$ cat src/rtl/mips_pkg.sv
// Shared constants for the five-stage MIPS pipeline.
// Latency: n/a (package only).
// Backpressure: n/a (package only).
package mips_pkg;

   // Canonical NOP: sll $0,$0,0 encodes as all zeros
   localparam logic [31:0] NOP_INSTR = 32'h0000_0000;

   // Register-specifier field positions inside an instruction word
   localparam int RS_MSB = 25;
   localparam int RS_LSB = 21;
   localparam int RT_MSB = 20;
   localparam int RT_LSB = 16;

   // Register $0: a write to it is discarded, so it also means "no write"
   localparam logic [4:0] REG_ZERO = 5'd0;

endpackage : mips_pkg

$ cat src/rtl/id_ex_reg_pipe_field.sv
// Width-parameterised pipeline field register with hold and sync clear.
// Latency: 1 cycle from i_d to o_q.
// Backpressure: i_hold freezes the value and overrides i_clr; i_clr loads CLR_VAL.
module pipe_field #(
   parameter int             W       = 32,
   parameter logic [W-1:0]   CLR_VAL = '0
) (
   input  logic         clk,
   input  logic         rst_n,
   input  logic         i_hold,
   input  logic         i_clr,
   input  logic [W-1:0] i_d,
   output logic [W-1:0] o_q
);

   logic [W-1:0] r_q;

   // Priority hold > clear > load; reset is asynchronous
   always_ff @(posedge clk or negedge rst_n) begin
      if (!rst_n) begin
         r_q <= '0;
      end else if (i_hold) begin
         r_q <= r_q;
      end else if (i_clr) begin
         r_q <= CLR_VAL;
      end else begin
         r_q <= i_d;
      end
   end

   assign o_q = r_q;

endmodule : pipe_field

$ cat src/rtl/id_ex_reg.sv
// ID/EX pipeline register: holds the decode bundle for execute, plus a bubble counter.
// Latency: 1 cycle from *_d to *_e; rs_e/rt_e are decoded combinationally from instr_e.
// Backpressure: hold freezes everything (a concurrent clr is dropped); clr inserts a NOP bubble.
module id_ex_reg
   import mips_pkg::*;
#(
   parameter int CNT_W = 16
) (
   input  logic             clk,
   input  logic             reset,
   input  logic             clr,
   input  logic             hold,
   input  logic [31:0]      instr_d,
   input  logic [31:0]      pc8_d,
   input  logic [31:0]      rs_data_d,
   input  logic [31:0]      rt_data_d,
   input  logic [31:0]      imm32_d,
   input  logic [4:0]       a3_d,
   output logic [31:0]      instr_e,
   output logic [31:0]      pc8_e,
   output logic [31:0]      rs_data_e,
   output logic [31:0]      rt_data_e,
   output logic [31:0]      imm32_e,
   output logic [4:0]       a3_e,
   output logic [4:0]       rs_e,
   output logic [4:0]       rt_e,
   output logic             valid_e,
   output logic [CNT_W-1:0] bubble_cnt
);

   localparam logic [CNT_W-1:0] CNT_ONE = CNT_W'(1);

   logic [CNT_W-1:0] r_bubble_cnt;

   pipe_field #(.W(32), .CLR_VAL(NOP_INSTR)) u_instr (
      .clk(clk), .rst_n(reset), .i_hold(hold), .i_clr(clr), .i_d(instr_d), .o_q(instr_e)
   );

   pipe_field #(.W(32)) u_pc8 (
      .clk(clk), .rst_n(reset), .i_hold(hold), .i_clr(clr), .i_d(pc8_d), .o_q(pc8_e)
   );

   pipe_field #(.W(32)) u_rs_data (
      .clk(clk), .rst_n(reset), .i_hold(hold), .i_clr(clr), .i_d(rs_data_d), .o_q(rs_data_e)
   );

   pipe_field #(.W(32)) u_rt_data (
      .clk(clk), .rst_n(reset), .i_hold(hold), .i_clr(clr), .i_d(rt_data_d), .o_q(rt_data_e)
   );

   pipe_field #(.W(32)) u_imm32 (
      .clk(clk), .rst_n(reset), .i_hold(hold), .i_clr(clr), .i_d(imm32_d), .o_q(imm32_e)
   );

   // Bubbles write $0 so forwarding comparators can never match them
   pipe_field #(.W(5), .CLR_VAL(REG_ZERO)) u_a3 (
      .clk(clk), .rst_n(reset), .i_hold(hold), .i_clr(clr), .i_d(a3_d), .o_q(a3_e)
   );

   // A load always carries a real instruction; a clear marks a bubble
   pipe_field #(.W(1), .CLR_VAL(1'b0)) u_valid (
      .clk(clk), .rst_n(reset), .i_hold(hold), .i_clr(clr), .i_d(1'b1), .o_q(valid_e)
   );

   // Count inserted bubbles, saturating at all-ones; frozen while held
   always_ff @(posedge clk or negedge reset) begin
      if (!reset) begin
         r_bubble_cnt <= '0;
      end else if (!hold && clr && (r_bubble_cnt != '1)) begin
         r_bubble_cnt <= r_bubble_cnt + CNT_ONE;
      end
   end

   assign bubble_cnt = r_bubble_cnt;
   assign rs_e       = instr_e[RS_MSB:RS_LSB];
   assign rt_e       = instr_e[RT_MSB:RT_LSB];

endmodule : id_ex_reg
$ cat config.mk
export PLATFORM = sky130hd
export DESIGN_NAME = id_ex_reg
export DESIGN_NICKNAME = d
export VERILOG_FILES = /design/src/rtl/mips_pkg.sv /design/src/rtl/id_ex_reg_pipe_field.sv /design/src/rtl/id_ex_reg.sv
export SDC_FILE = /design/constraint.sdc
export NUM_CORES = 1
export LEC_CHECK = 0
export BUFFER_PORTS_ARGS = -buffer_cell sky130_fd_sc_hd__buf_2
export CORE_MARGIN = 8
export CORE_UTILIZATION = 46
export CTS_CLUSTER_SIZE = 24
export DETAILED_ROUTE_END_ITERATION = 8
export PLACE_DENSITY_LB_ADDON = 0.1
export SYNTH_ARGS = -nofsm -noshare
export SYNTH_HDL_FRONTEND = slang
export SYNTH_SLANG_ARGS = --single-unit
$ cat constraint.sdc
create_clock -name clk -period 1.9 [get_ports clk]
set_input_delay 0.38 -clock clk [delete_from_list [all_inputs] [get_ports clk]]
set_output_delay 0.38 -clock clk [all_outputs]
set_load 0.02 [all_outputs]
==> flow_summary.ini, run 1 <==
[routing]
routed_via_density = 4.780
drt_first_pass_iters = 4
drc = 0
drt_iter0_markers = 288
drt_wl_total_um = 23040
routedWlPerCell_um = 16.99
vias = 6482
ant_nets = 0

[timing]
tightest_slew_ns = 0.6024
fin_crit_sh = 0.9182
hold_viol_final = 0
setup_viol = 0
clock.fmax_mhz = 573.2
slew_headroom = 0.5969
fin_crit_ns = 1.745
tns_ns = 0
drv_slew = 0
finClkSkew_ns = 0.01041
rsz0062_at_grt = no

[global_route]
antenna_found_initial = 4
grt_max_degree = 117
grt-ovfl-total = 0
grt.total_usage = 0.2255
grt_pass1_vias = 6314
grt_pass1_wl_um = 35310

[floorplanning]
fp.dieH_um = 142.2
die_w_um = 142.2
core_area_um2 = 15710
die-area_um2 = 20220
pin_count = 361
rows = 46
initial_core_util = 0.4663

[critical_path]
r2r_end = bubble_cnt[1]
worst_ep_arrival_time_ns = 2.04
r2r_start = bubble_cnt[1]
start_kind = flop
reg2reg_depth = 5
crit_path_end_kind = flop
cp.required_ns = 2.20
crit_type = flop to flop
r2r_slack_ns = 0.16
path_max_fanout = 5

[synth]
ys_types = 38
ys_warn_count = 0
synth_seq_cells = 182
synth_area_um2 = 7327
synth_edf_count = 0
yosysMostFrequentCell = nand2_1
ys_top_cells_by_area = dfrtp_1 62%, nand2_1 17%, o21ai_0 11%, clkbuf_1 2.6%, buf_4 1.0%
synthFlopType = dfrtp_1
syn-mean-instance-area_um2 = 9.251
async_reset_ff_frac = 1.000
yosys.area.top_type = dfrtp_1
synth-seq-area-share = 0.6216
syn-num-nets = 962
synth_cells = 792
synth.top_cell.area_share = 0.6216
synth_commonest_cells = 323 x nand2_1, 182 x dfrtp_1, 159 x o21ai_0

[min_path]
hold_path_end = u_rs_data.o_q[31]
min_path_type = input pin to flop
hp-start = rs_data_d[31]
hold_path_depth = 2

[final_layout]
fillers = 1366
area_growth_pct = 35.62
fin_nets = 1297
drive_gt1_frac = 0.3652

[clock_tree]
htreeDepth = 4
clockRootBuffer = clkbuf_16
clock_latency_ns = 0.42
clock_path_buffers = 2
cts_tree = done
clock-sinks = 182
cts_setup_buffers = 0
clk_pin_slew_ns = 0.06
cts_buffers = 17

[power_and_ir_drop]
p_per_area_nw_per_um2 = 969.7
totalPowerFinal_mw = 9.636
p_leak_nw = 5.353
ir_drop_v = 0.0006547

[place]
io_buffers = 360
gp_congestion = 0.8048
dpl.hpwl_um = 17250

[run_status]
run_status = finished, final reports clean

[job]
maxCapViolCount = 0
## final cells by class
cell class | count | area, um^2 | share of cell area
Multi-Input combinational cell | 544 | 2486 | 0.2502
Tap cell | 216 | 270.3 | 0.02720
Antenna cell | 1 | 2.502 | 0.0002518
Clock buffer | 20 | 446.7 | 0.04495
Clock inverter | 11 | 126.4 | 0.01272
Timing Repair Buffer | 379 | 2037 | 0.2050
Sequential cell | 182 | 4554 | 0.4583
Inverter | 3 | 13.76 | 0.001385
## stage by stage
step,area [um^2],worst slack (ns),cells,hold slack [ns],util
6_report,9937,0.1554,1356,0.1809,0.6324
5_1_grt,9935,0.001553,1355,0.1688,0.6323
4_1_cts,9928,0.05491,1355,0.1564,0.6319
3_5_place_dp,9345,0.07844,1323,0.3518,0.5948
3_3_place_gp,9345,0.1107,1323,0.3594,0.5948
2_1_floorplan,7327,0.07674,792,0.08441,-
## kinds of logic after synthesis
kind of cell / count (synthesis) / synth area share
AOI/OAI and AO/OA: 175 / 0.1250
xor gates and xnor gates: 8 / 0.009563
adders and majority gates: 1 / 0.001707
buffers and inverters: 66 / 0.03996
DFF: 182 / 0.6216
muxes: 1 / 0.001537
and+or+nand+nor: 359 / 0.2007
## how the worst max path moves through the flow
| stage | start | to | slack, ns | cells past startpoint |
|---|---|---|---|---|
| floorplan | bubble_cnt[0] | bubble_cnt[1] | 0.08 | 5 |
| global placement | bubble_cnt[1] | bubble_cnt[1] | 0.11 | 5 |
| detailed placement | bubble_cnt[1] | bubble_cnt[1] | 0.08 | 5 |
| CTS | bubble_cnt[1] | bubble_cnt[1] | 0.05 | 5 |
| global route | bubble_cnt[8] | bubble_cnt[15] | 0.002 | 4 |
| finish | bubble_cnt[1] | bubble_cnt[1] | 0.16 | 5 |
## flip-flops by register name (all words and copies together) (netlist names)
signal and cells:
bubble_cnt 16, u_rt_data.o_q 32, u_imm32.o_q 32, u_a3.o_q 5, u_valid.o_q 1, u_instr.o_q 32
u_rs_data.o_q 32, u_pc8.o_q 32
## power by group
group / switching [mW] / total [mW] / internal (mW)
registers: 0.248 / 4.46 / 4.21
clock network: 1.45 / 3.42 / 1.97
logic: 1.15 / 1.75 / 0.606
total: 2.85 / 9.64 / 6.79
## metal layers
layer | up-vias | global-route usage | routed length (um)
met5 | - | 0 | 27
met1 | 2987 | 0.2618 | 9043
met2 | 225 | 0.3765 | 11340
met3 | 28 | 0.08755 | 2273
met4 | 6 | 0.07123 | 350
li1 | 3236 | - | -
## placed cells by master, fill, tap and decap left out, drive strengths merged, types with 2 or more instances in the layout
master and n:
or3 2, clkbuf 21, nor4b 2, bufinv 2, nand2 323, nand4 4, a21oi 4, nand3 4
nor3 4, o21ai 159, xnor2 2, a22o 6, buf 377, xor2 6, nor4 3, inv 4
dfrtp 182, clkinv 7, nor2 11
## what timing repair did
action	CTS	global route
setup endpoints to repair	0	1
endpoints found under the hold margin	41	0
hold buffers	1	0
resized for setup	0	1
## critical path, cell delays in order (launching register included)
cell	delay, ns
dfrtp_1	0.41
ha_1	0.21
nand3_1	0.20
nor4_4	0.09
a311oi_2	0.35
mux2_2	0.37
Note: power is estimated with default switching activity, not from simulation.
==> inputs of run 2 (changes only) <==
--- a/config.mk
+++ b/config.mk
@@ -10,7 +10,7 @@
 export CORE_UTILIZATION = 46
 export CTS_CLUSTER_SIZE = 24
 export DETAILED_ROUTE_END_ITERATION = 8
-export PLACE_DENSITY_LB_ADDON = 0.1
+export PLACE_DENSITY = 0.77
 export SYNTH_ARGS = -nofsm -noshare
 export SYNTH_HDL_FRONTEND = slang
 export SYNTH_SLANG_ARGS = --single-unit
==> constraint.sdc (replaced) <==
create_clock -name clk -period 1.68 [get_ports clk]
set_input_delay 0.336 -clock clk [delete_from_list [all_inputs] [get_ports clk]]
set_output_delay 0.336 -clock clk [all_outputs]
set_load 0.02 [all_outputs]
==> flow_summary.ini, run 2 (synthesis gave the netlist of run 1 again) <==
[run_status]
run_status = finished, final reports clean

[global_route]
grt_pass1_vias = 6637
top_usage_layer = met2
antenna_found_initial = 5
met3_usage = 0.06709
grt.total_usage = 0.2181
grt_max_degree = 147
met1_usage = 0.2464
use_met2 = 0.3642
grt_pass1_wl_um = 34690
grt-ovfl-total = 0

[final_layout]
fin_nets = 1300
drive_gt1_frac = 0.3753
fin_cells = 1362
final_common_cell = buf_2
final_cell_area_um2 = 10020
fillers = 1358
final_cell_mix = 358 x buf_2, 323 x nand2_1, 177 x dfrtp_1
area_growth_pct = 36.78

[critical_path]
cp.required_ns = 2.03
worst_ep_arrival_time_ns = 1.94
crit_path_end_kind = flop
start_kind = flop
crit_type = flop to flop
path_max_fanout = 5

[place]
dpl.cell_count = 1326
gp_congestion = 0.8506
io_buffers = 360
dpl.hpwl_um = 16820
placed_area_um2 = 9394

[routing]
drt_wl_total_um = 22620
routed_via_density = 4.902
ant_nets = 0
drt_first_pass_iters = 4
routedWlPerCell_um = 16.61
vias = 6676
drc = 0
drt_iter0_markers = 384

[power_and_ir_drop]
p_per_area_nw_per_um2 = 1108
ir_drop_v = 0.0006135
totalPowerFinal_mw = 11.10
p_leak_nw = 5.380

[floorplanning]
die_w_um = 142.2
core_area_um2 = 15710
fp.dieH_um = 142.2
pin_count = 361
initial_core_util = 0.4663
die-area_um2 = 20220
rows = 46

[timing]
rsz0062_at_grt = no
tns_ns = 0
hold_viol_final = 0
finClkSkew_ns = 0.006130
setup_viol = 0
whs_ns = 0.1300
clock.fmax_mhz = 627.4
fin_crit_sh = 0.9488
tightest_slew_ns = 0.5139
drv_slew = 0
slew_headroom = 0.6574
fin_crit_ns = 1.594

[clock_tree]
htreeDepth = 4
clock_latency_ns = 0.42
clockRootBuffer = clkbuf_16
clk_pin_slew_ns = 0.07
cts_tree = done
clock_path_buffers = 2
clock-sinks = 182
cts_buffers = 17

[min_path]
min_path_type = input pin to flop

[job]
maxCapViolCount = 0
-- run 2: cell count changes in the layout (fill, tap and decap cells not counted), moves of 2 or more --
cell / previous run / this run
dfrtp_1: 182 / 177
diode_2: 1 / 3
inv_6: 1 / 4
buf_4: 12 / 14
clkbuf_1: 2 / 0
dfrtp_2: 0 / 5
-- run 2: layout make-up --
| type | count | area, um^2 | area share |
|---|---|---|---|
| timing repair buffer | 382 | 2072 | 0.2067 |
| tap | 216 | 270.3 | 0.02697 |
| antenna | 3 | 7.507 | 0.0007491 |
| clock inverter | 13 | 143.9 | 0.01436 |
| multi-input combinational | 544 | 2501 | 0.2496 |
| clock buffer | 19 | 452.9 | 0.04519 |
| sequential | 182 | 4561 | 0.4551 |
| inverter | 3 | 13.76 | 0.001373 |
-- run 2: per-stage QoR --
step,setup WS (ns),util
final,0.08602,0.6378
after detailed placement,0.01141,0.5979
after global placement,0.07724,0.5979
after CTS,0.001144,0.6370
after floorplan,0.01609,-
after global routing,0.01487,0.6377
-- run 2: final timing paths --
path | startpoint | endpoint | slack, ns | cells after the start
hold reg to reg | u_valid.o_q | u_valid.o_q | 0.47 | 1
setup / recovery | bubble_cnt[0] | bubble_cnt[13] | 0.09 | 5
setup reg to reg | bubble_cnt[0] | bubble_cnt[13] | 0.09 | 5
max in group asynchronous | reset | u_rs_data.o_q[15] | 0.64 | 3
hold / removal | rs_data_d[31] | u_rs_data.o_q[31] | 0.13 | 2
min in group asynchronous | reset | u_imm32.o_q[25] | 0.40 | 2
-- run 2: what timing repair did --
item,4_1_cts,5_1_grt
pin swaps,1,1
hold buffers,1,0
gates cloned,0,0
setup buffers,0,0
resized for setup,1,4
setup endpoints to repair,2,5
hold endpoints to repair,35,0
-- run 2: power by group --
part	internal [mW]	total [mW]	switching, mW
Clock	2.29	4.02	1.73
Sequential	4.77	5.02	0.249
Combinational	0.725	2.07	1.34
Total	7.78	11.1	3.32
-- run 2: metal layers --
| metal | routed length (um) | share of wire |
|---|---|---|
| met5 | 40 | 0.0018 |
| met4 | 953 | 0.042 |
| met3 | 1866 | 0.083 |
| met2 | 11150 | 0.49 |
| met1 | 8605 | 0.38 |
-- run 2: worst max-delay path, stage by stage (launching register included) --
cell and delay, ns:
dfrtp_2 0.36, ha_2 0.22, nand3_4 0.12, or4_4 0.53, and3_1 0.20, nor2_1 0.09
